[config.mk]
export PLATFORM = sky130hd
export DESIGN_NAME = uart_rx_word_flat
export DESIGN_NICKNAME = d
export VERILOG_FILES = /design/src/rtl/uart_rx_word_pkg.sv /design/src/rtl/uart_rx_word_if.sv /design/src/rtl/uart_rx_sync.sv /design/src/rtl/uart_rx_word.sv /design/src/flat_wrapper.sv
export SDC_FILE = /design/constraint.sdc
export NUM_CORES = 1
export LEC_CHECK = 0
export BUFFER_PORTS_ARGS = -buffer_cell sky130_fd_sc_hd__buf_2
export CAP_MARGIN = 10
export CORE_AREA = 2 2 96 98
export DETAILED_ROUTE_END_ITERATION = 10
export DIE_AREA = 0 0 98 100
export PLACE_DENSITY_LB_ADDON = 0.12
export SLEW_MARGIN = 10
export SYNTH_ARGS = -nofsm -noshare
export SYNTH_HDL_FRONTEND = slang
export SYNTH_SLANG_ARGS = --single-unit
[constraint.sdc]
create_clock -name clk -period 2.4 [get_ports clk]
set_clock_uncertainty 0.05 [all_clocks]
set_input_delay 0.6 -clock clk [delete_from_list [all_inputs] [get_ports clk]]
set_output_delay 0.6 -clock clk [all_outputs]
set_load 0.01 [all_outputs]
[src/rtl/uart_rx_word_pkg.sv]
`default_nettype none
// ============================================================================
// uart_rx_word_pkg : shared UART word-receiver types, sizes and baud helper
// Rev 1.0
// ============================================================================
package uart_rx_word_pkg;

  localparam int DEF_CLK_FREQ = 50_000_000;
  localparam int DEF_BAUD     = 115_200;
  localparam int BYTE_W       = 8;
  localparam int WORD_W       = 32;

  typedef enum logic [1:0] {
    IDLE  = 2'd0,
    START = 2'd1,
    DATA  = 2'd2,
    STOP  = 2'd3
  } rx_state_t;

  // Shared with the transmitter so both ends derive the same bit period.
  function automatic int calc_clks_per_bit(input int clk_freq, input int baud);
    return clk_freq / baud;
  endfunction

endpackage
`default_nettype wire

[src/rtl/uart_rx_word_if.sv]
`default_nettype none
// ============================================================================
// uart_rx_word_if : received-word / FIFO write-side bundle with status strobes
// Rev 1.0
// ============================================================================
interface uart_rx_word_if;
  import uart_rx_word_pkg::*;

  logic              full;
  logic [WORD_W-1:0] data_out;
  logic              wr_en;
  logic [BYTE_W-1:0] byte_out;
  logic              pulse;
  logic              frame_err;
  logic              overflow;

  modport master (
    input  full,
    output data_out, wr_en, byte_out, pulse, frame_err, overflow
  );

  modport slave (
    output full,
    input  data_out, wr_en, byte_out, pulse, frame_err, overflow
  );
endinterface
`default_nettype wire

[src/rtl/uart_rx_sync.sv]
`default_nettype none
// ============================================================================
// uart_rx_sync : 2-flop synchronizer for the idle-high serial line
// Rev 1.0
// ============================================================================
module uart_rx_sync (
  input  wire logic clk,
  input  wire logic rst,
  input  wire logic d,
  output logic      q
);
  logic r_meta;

  // Reset to the idle level so reset never looks like a start edge.
  always_ff @(posedge clk) begin
    if (rst) begin
      r_meta <= 1'b1;
      q      <= 1'b1;
    end else begin
      r_meta <= d;
      q      <= r_meta;
    end
  end
endmodule
`default_nettype wire

[src/rtl/uart_rx_word.sv]
`default_nettype none
// ============================================================================
// uart_rx_word : 8N1 receiver packing four bytes (first byte in MSBs) per word
// Rev 1.0
// ============================================================================
module uart_rx_word
  import uart_rx_word_pkg::*;
#(
  parameter int CLK_FREQ     = DEF_CLK_FREQ,
  parameter int BAUD         = DEF_BAUD,
  parameter int CLKS_PER_BIT = calc_clks_per_bit(CLK_FREQ, BAUD)
) (
  input  wire logic      clk,
  input  wire logic      rst,
  input  wire logic      rx,
  uart_rx_word_if.master bus
);
  localparam int                CNT_W     = $clog2(CLKS_PER_BIT);
  localparam logic [CNT_W-1:0] HALF_LOAD = CNT_W'(CLKS_PER_BIT / 2 - 1);
  localparam logic [CNT_W-1:0] FULL_LOAD = CNT_W'(CLKS_PER_BIT - 1);

  logic              rx_s;
  rx_state_t         state;
  logic [CNT_W-1:0]  cnt;
  logic [2:0]        bit_idx;
  logic [BYTE_W-1:0] shreg;
  logic [WORD_W-1:0] word;
  logic [1:0]        byte_idx;
  logic [1:0]        lane;

  uart_rx_sync u_sync (
    .clk (clk),
    .rst (rst),
    .d   (rx),
    .q   (rx_s)
  );

  // Lane 3 holds the first byte of a word, so the lane index is 3 - byte_idx.
  assign lane = ~byte_idx;

  always_ff @(posedge clk) begin
    if (rst) begin
      state         <= IDLE;
      cnt           <= '0;
      bit_idx       <= '0;
      shreg         <= '0;
      word          <= '0;
      byte_idx      <= '0;
      bus.data_out  <= '0;
      bus.byte_out  <= '0;
      bus.wr_en     <= 1'b0;
      bus.pulse     <= 1'b0;
      bus.frame_err <= 1'b0;
      bus.overflow  <= 1'b0;
    end else begin
      bus.wr_en     <= 1'b0;
      bus.pulse     <= 1'b0;
      bus.frame_err <= 1'b0;
      bus.overflow  <= 1'b0;

      case (state)
        IDLE: begin
          if (!rx_s) begin
            cnt   <= HALF_LOAD;
            state <= START;
          end
        end

        START: begin
          if (cnt == '0) begin
            if (!rx_s) begin
              cnt     <= FULL_LOAD;
              bit_idx <= '0;
              state   <= DATA;
            end else begin
              state <= IDLE;
            end
          end else begin
            cnt <= cnt - 1'b1;
          end
        end

        DATA: begin
          if (cnt == '0) begin
            shreg <= {rx_s, shreg[BYTE_W-1:1]};
            cnt   <= FULL_LOAD;
            if (bit_idx == 3'd7) begin
              state <= STOP;
            end else begin
              bit_idx <= bit_idx + 1'b1;
            end
          end else begin
            cnt <= cnt - 1'b1;
          end
        end

        STOP: begin
          if (cnt == '0) begin
            // Leave at mid-stop so a back-to-back start edge is not missed.
            state <= IDLE;
            if (rx_s) begin
              bus.byte_out              <= shreg;
              bus.pulse                 <= 1'b1;
              word[{lane, 3'b000} +: 8] <= shreg;
              byte_idx                  <= byte_idx + 1'b1;
              if (byte_idx == 2'd3) begin
                if (!bus.full) begin
                  bus.data_out <= {word[WORD_W-1:BYTE_W], shreg};
                  bus.wr_en    <= 1'b1;
                end else begin
                  bus.overflow <= 1'b1;
                end
              end
            end else begin
              bus.frame_err <= 1'b1;
              byte_idx      <= '0;
            end
          end else begin
            cnt <= cnt - 1'b1;
          end
        end

        default: state <= IDLE;
      endcase
    end
  end
endmodule
`default_nettype wire

[src/flat_wrapper.sv]
// flat-port wrapper written by rule: the top's interface ports become plain ports
module uart_rx_word_flat import uart_rx_word_pkg::*;
#(
  parameter int CLK_FREQ     = DEF_CLK_FREQ,
  parameter int BAUD         = DEF_BAUD,
  parameter int CLKS_PER_BIT = calc_clks_per_bit(CLK_FREQ, BAUD)
)
  (clk, rst, rx, bus_full, bus_data_out, bus_wr_en, bus_byte_out, bus_pulse, bus_frame_err, bus_overflow);
  uart_rx_word_if bus_i ();
  input  wire logic clk;
  input  wire logic rst;
  input  wire logic rx;
  input wire logic [$bits(bus_i.full)-1:0] bus_full;
  output wire logic [$bits(bus_i.data_out)-1:0] bus_data_out;
  output wire logic [$bits(bus_i.wr_en)-1:0] bus_wr_en;
  output wire logic [$bits(bus_i.byte_out)-1:0] bus_byte_out;
  output wire logic [$bits(bus_i.pulse)-1:0] bus_pulse;
  output wire logic [$bits(bus_i.frame_err)-1:0] bus_frame_err;
  output wire logic [$bits(bus_i.overflow)-1:0] bus_overflow;
  assign bus_i.full = bus_full;
  assign bus_data_out = bus_i.data_out;
  assign bus_wr_en = bus_i.wr_en;
  assign bus_byte_out = bus_i.byte_out;
  assign bus_pulse = bus_i.pulse;
  assign bus_frame_err = bus_i.frame_err;
  assign bus_overflow = bus_i.overflow;
  uart_rx_word #(.CLK_FREQ(CLK_FREQ), .BAUD(BAUD), .CLKS_PER_BIT(CLKS_PER_BIT)) u_core (.clk(clk), .rst(rst), .rx(rx), .bus(bus_i));
endmodule
==> results.tsv <==
metric	value	unit
synth.distinct_cells	46	
wl_per_cell	13.69	um
fin_area	4409	um2
synth.avg_cell_area	8.283	um2
clk_path_buf_depth	2	
n_antenna_cell	0	
yosys-top-cells-area	dfxtp_1 49%, nand2_1 10%, a21oi_1 9.4%, nand3_1 4.6%, ha_1 3.9%	
ys.warnings.count	0	
drive_above_1_share	16.05	%
worstSetupPathType	reg2reg	
gr-total-overflow	0	
port_buffers	47	
synth_top_area_cell	dfxtp_1	
setup-violations-final	0	
fmax	491.8	MHz
hold_path.startpoint	u_core.u_sync.r_meta$_SDFF_PP1_	
numCtsBuffers	9	
cts_setup_buffers	0	
wl	8514	um
die_h	100	um
die_area	9800	um2
clk-insertion-delay-late	0.36	ns
rsz0062_at_grt	false	
synthToLayoutAreaGrowth	13.75	%
dp_hpwl	5924	um
grt_pass1_vias	2953	
leakage	1.732	nW
tightestPinTransition	0.5341	ns
htreeDepth	3	
num_rows	35	
crit_path_start	u_core.state[0]$_SDFFE_PP0P_	
gp_congestion	0.8349	
crit_path_end_kind	flip-flop	
hold_viol_final	0	
ir_worst_vdd	0.3284	mV
drtIter0Drc	155	
placed_area	4227	um2
via_count	3254	
report.final.slew_viol_count	0	
die_x	98	um
cts.sinks	94	
seq_area_frac_synth	48.55	%
fin_ws	0.3667	ns
coreArea	8890	um2
ys_ff_latch	94	
synthArstFlopShare	0	%
clk_pin_slew_worst_paths	0.09	ns
drt_pre_antenna_iters	5	
grt_max_degree	43	
cts_tree	done	
power_density	695.5	nW/um2
rr_startpoint	u_core.state[0]$_SDFFE_PP0P_	
synth_edf_count	0	
final.setup.tns	0	ns
grt_pass1_wl	14080	um
io_pins	48	
syn_inst	468	
fin_nets	522	
postLayoutCoreUtil	49.60	%
hold_buffers	0	
postCtsResizedCells	0	
post-route-period-util	84.72	%
synth_top_area_share	48.55	%
pre_cts_ws	0.3682	ns
slew_headroom	64.40	%
path_max_fanout	16	
status	completed	
antenna_found_initial	0	
cp.required	2.64	ns
cts-root-buf	clkbuf_8	
start_util	43.60	%
arrival	2.27	ns
vias_per_cell	5.232	
rr_worst_depth	6	
synth-main-ff-cell	dfxtp_1	
synthesis.area	3876	um2
whs	0.3683	ns
maxCapViolCount	0	
hp-class	reg2reg	
ant_nets	0	
drc_errors	0	
critPathLaunchType	flip-flop	
grtUsageTotal	17.68	%
holdPathStages	1	
synth_fp_nets	484	
fin_crit	2.033	ns
critical path: stages, from the launching register on:
cell and delay [ns]:
dfxtp_1 0.39, inv_1 0.11, ha_1 0.40, nor3_1 0.28, a21oi_2 0.07, or4b_1 0.52
a21oi_1 0.14
logic make-up (layout without fill, tap and decap cells):
kind of cell / count (synthesis) / count (layout) / share of synthesized area [%]
AOI/OAI and AO/OA: 101 / 101 / 14.40
xor gates and xnor gates: 2 / 2 / 0.4520
adders and majority gates: 12 / 12 / 3.873
buffers and inverters: 39 / 82 / 4.261
DFF: 94 / 94 / 48.55
muxes: 9 / 9 / 2.324
and+or+nand+nor: 211 / 211 / 26.15
cell usage in the layout, fill, tap and decap left out, types with 3 or more instances in the layout:
| master | synthesis | layout |
|---|---|---|
| o21ai_0 | 8 | 8 |
| buf_2 | 12 | 47 |
| nand3_1 | 36 | 36 |
| mux2i_1 | 9 | 9 |
| a31oi_1 | 5 | 5 |
| and4_1 | 4 | 4 |
| buf_4 | 1 | 10 |
| clkbuf_8 | 0 | 9 |
| inv_1 | 7 | 7 |
| a211oi_1 | 4 | 4 |
| dfxtp_1 | 94 | 94 |
| nor3_1 | 9 | 9 |
| ha_1 | 12 | 12 |
| and3_1 | 3 | 3 |
| nand4_1 | 7 | 7 |
| nor2_1 | 22 | 22 |
| a21oi_1 | 73 | 73 |
| or2_2 | 3 | 3 |
| nand2_1 | 104 | 104 |
where the power goes:
group | switching, mW | internal, mW | leakage (nW) | total, mW
Combinational | 0.287 | 0.169 | 0.886 | 0.456
Clock | 0.581 | 0.397 | 0.0869 | 0.978
Sequential | 0.0483 | 1.58 | 0.758 | 1.63
Total | 0.917 | 2.15 | 1.73 | 3.07
per-stage QoR:
step / cells / total power, mW
finish: 622 / 3.067
global route: 622 / 3.227
CTS: 622 / 3.098
detailed placement: 606 / 2.118
global placement: 606 / 2.109
floorplan: 468 / 2.011
state kept, by name, indices dropped and copies added (netlist names), 2 cells and up, named ones only:
signal	flops
u_core.byte_idx	2
u_core.bus.byte_out	8
u_core.bit_idx	3
u_core.cnt	9
u_core.shreg	8
u_core.bus.data_out	32
u_core.word	24
path summary, 6_finish.rpt:
check,endpoint,slack (ns)
worst max register to register,flip-flop,0.37
worst max-delay path,flip-flop,0.37
worst min register to register,u_core.u_sync.q$_SDFF_PP1_,0.37
worst min-delay path,u_core.u_sync.q$_SDFF_PP1_,0.37
final cells by class:
type	instances	area (um2)
Fill cell	894	4481
Clock inverter	6	55.05
Clock buffer	10	127.6
Multi-Input combinational cell	335	1829
Inverter	7	26.28
Sequential cell	94	1882
Timing Repair Buffer	59	350.3
Tap cell	111	138.9
Yosys cell counts, types with 7 or more instances:
master,n
nand2_1,104
dfxtp_1,94
a21oi_1,73
nand3_1,36
nor2_1,22
clkbuf_1,19
buf_2,12
ha_1,12
mux2i_1,9
nor3_1,9
o21ai_0,8
inv_1,7
nand4_1,7
routing by layer:
metal / vias to the layer above / global-route usage [%] / share of wire [%]
li1: 1692 / - / -
met1: 1497 / 22.49 / 48
met2: 61 / 29.77 / 48
met3: 4 / 4.318 / 3.5
met4: 0 / 5.556 / 0.59
met5: - / 0 / 0
(Power assumes the default switching activity.)
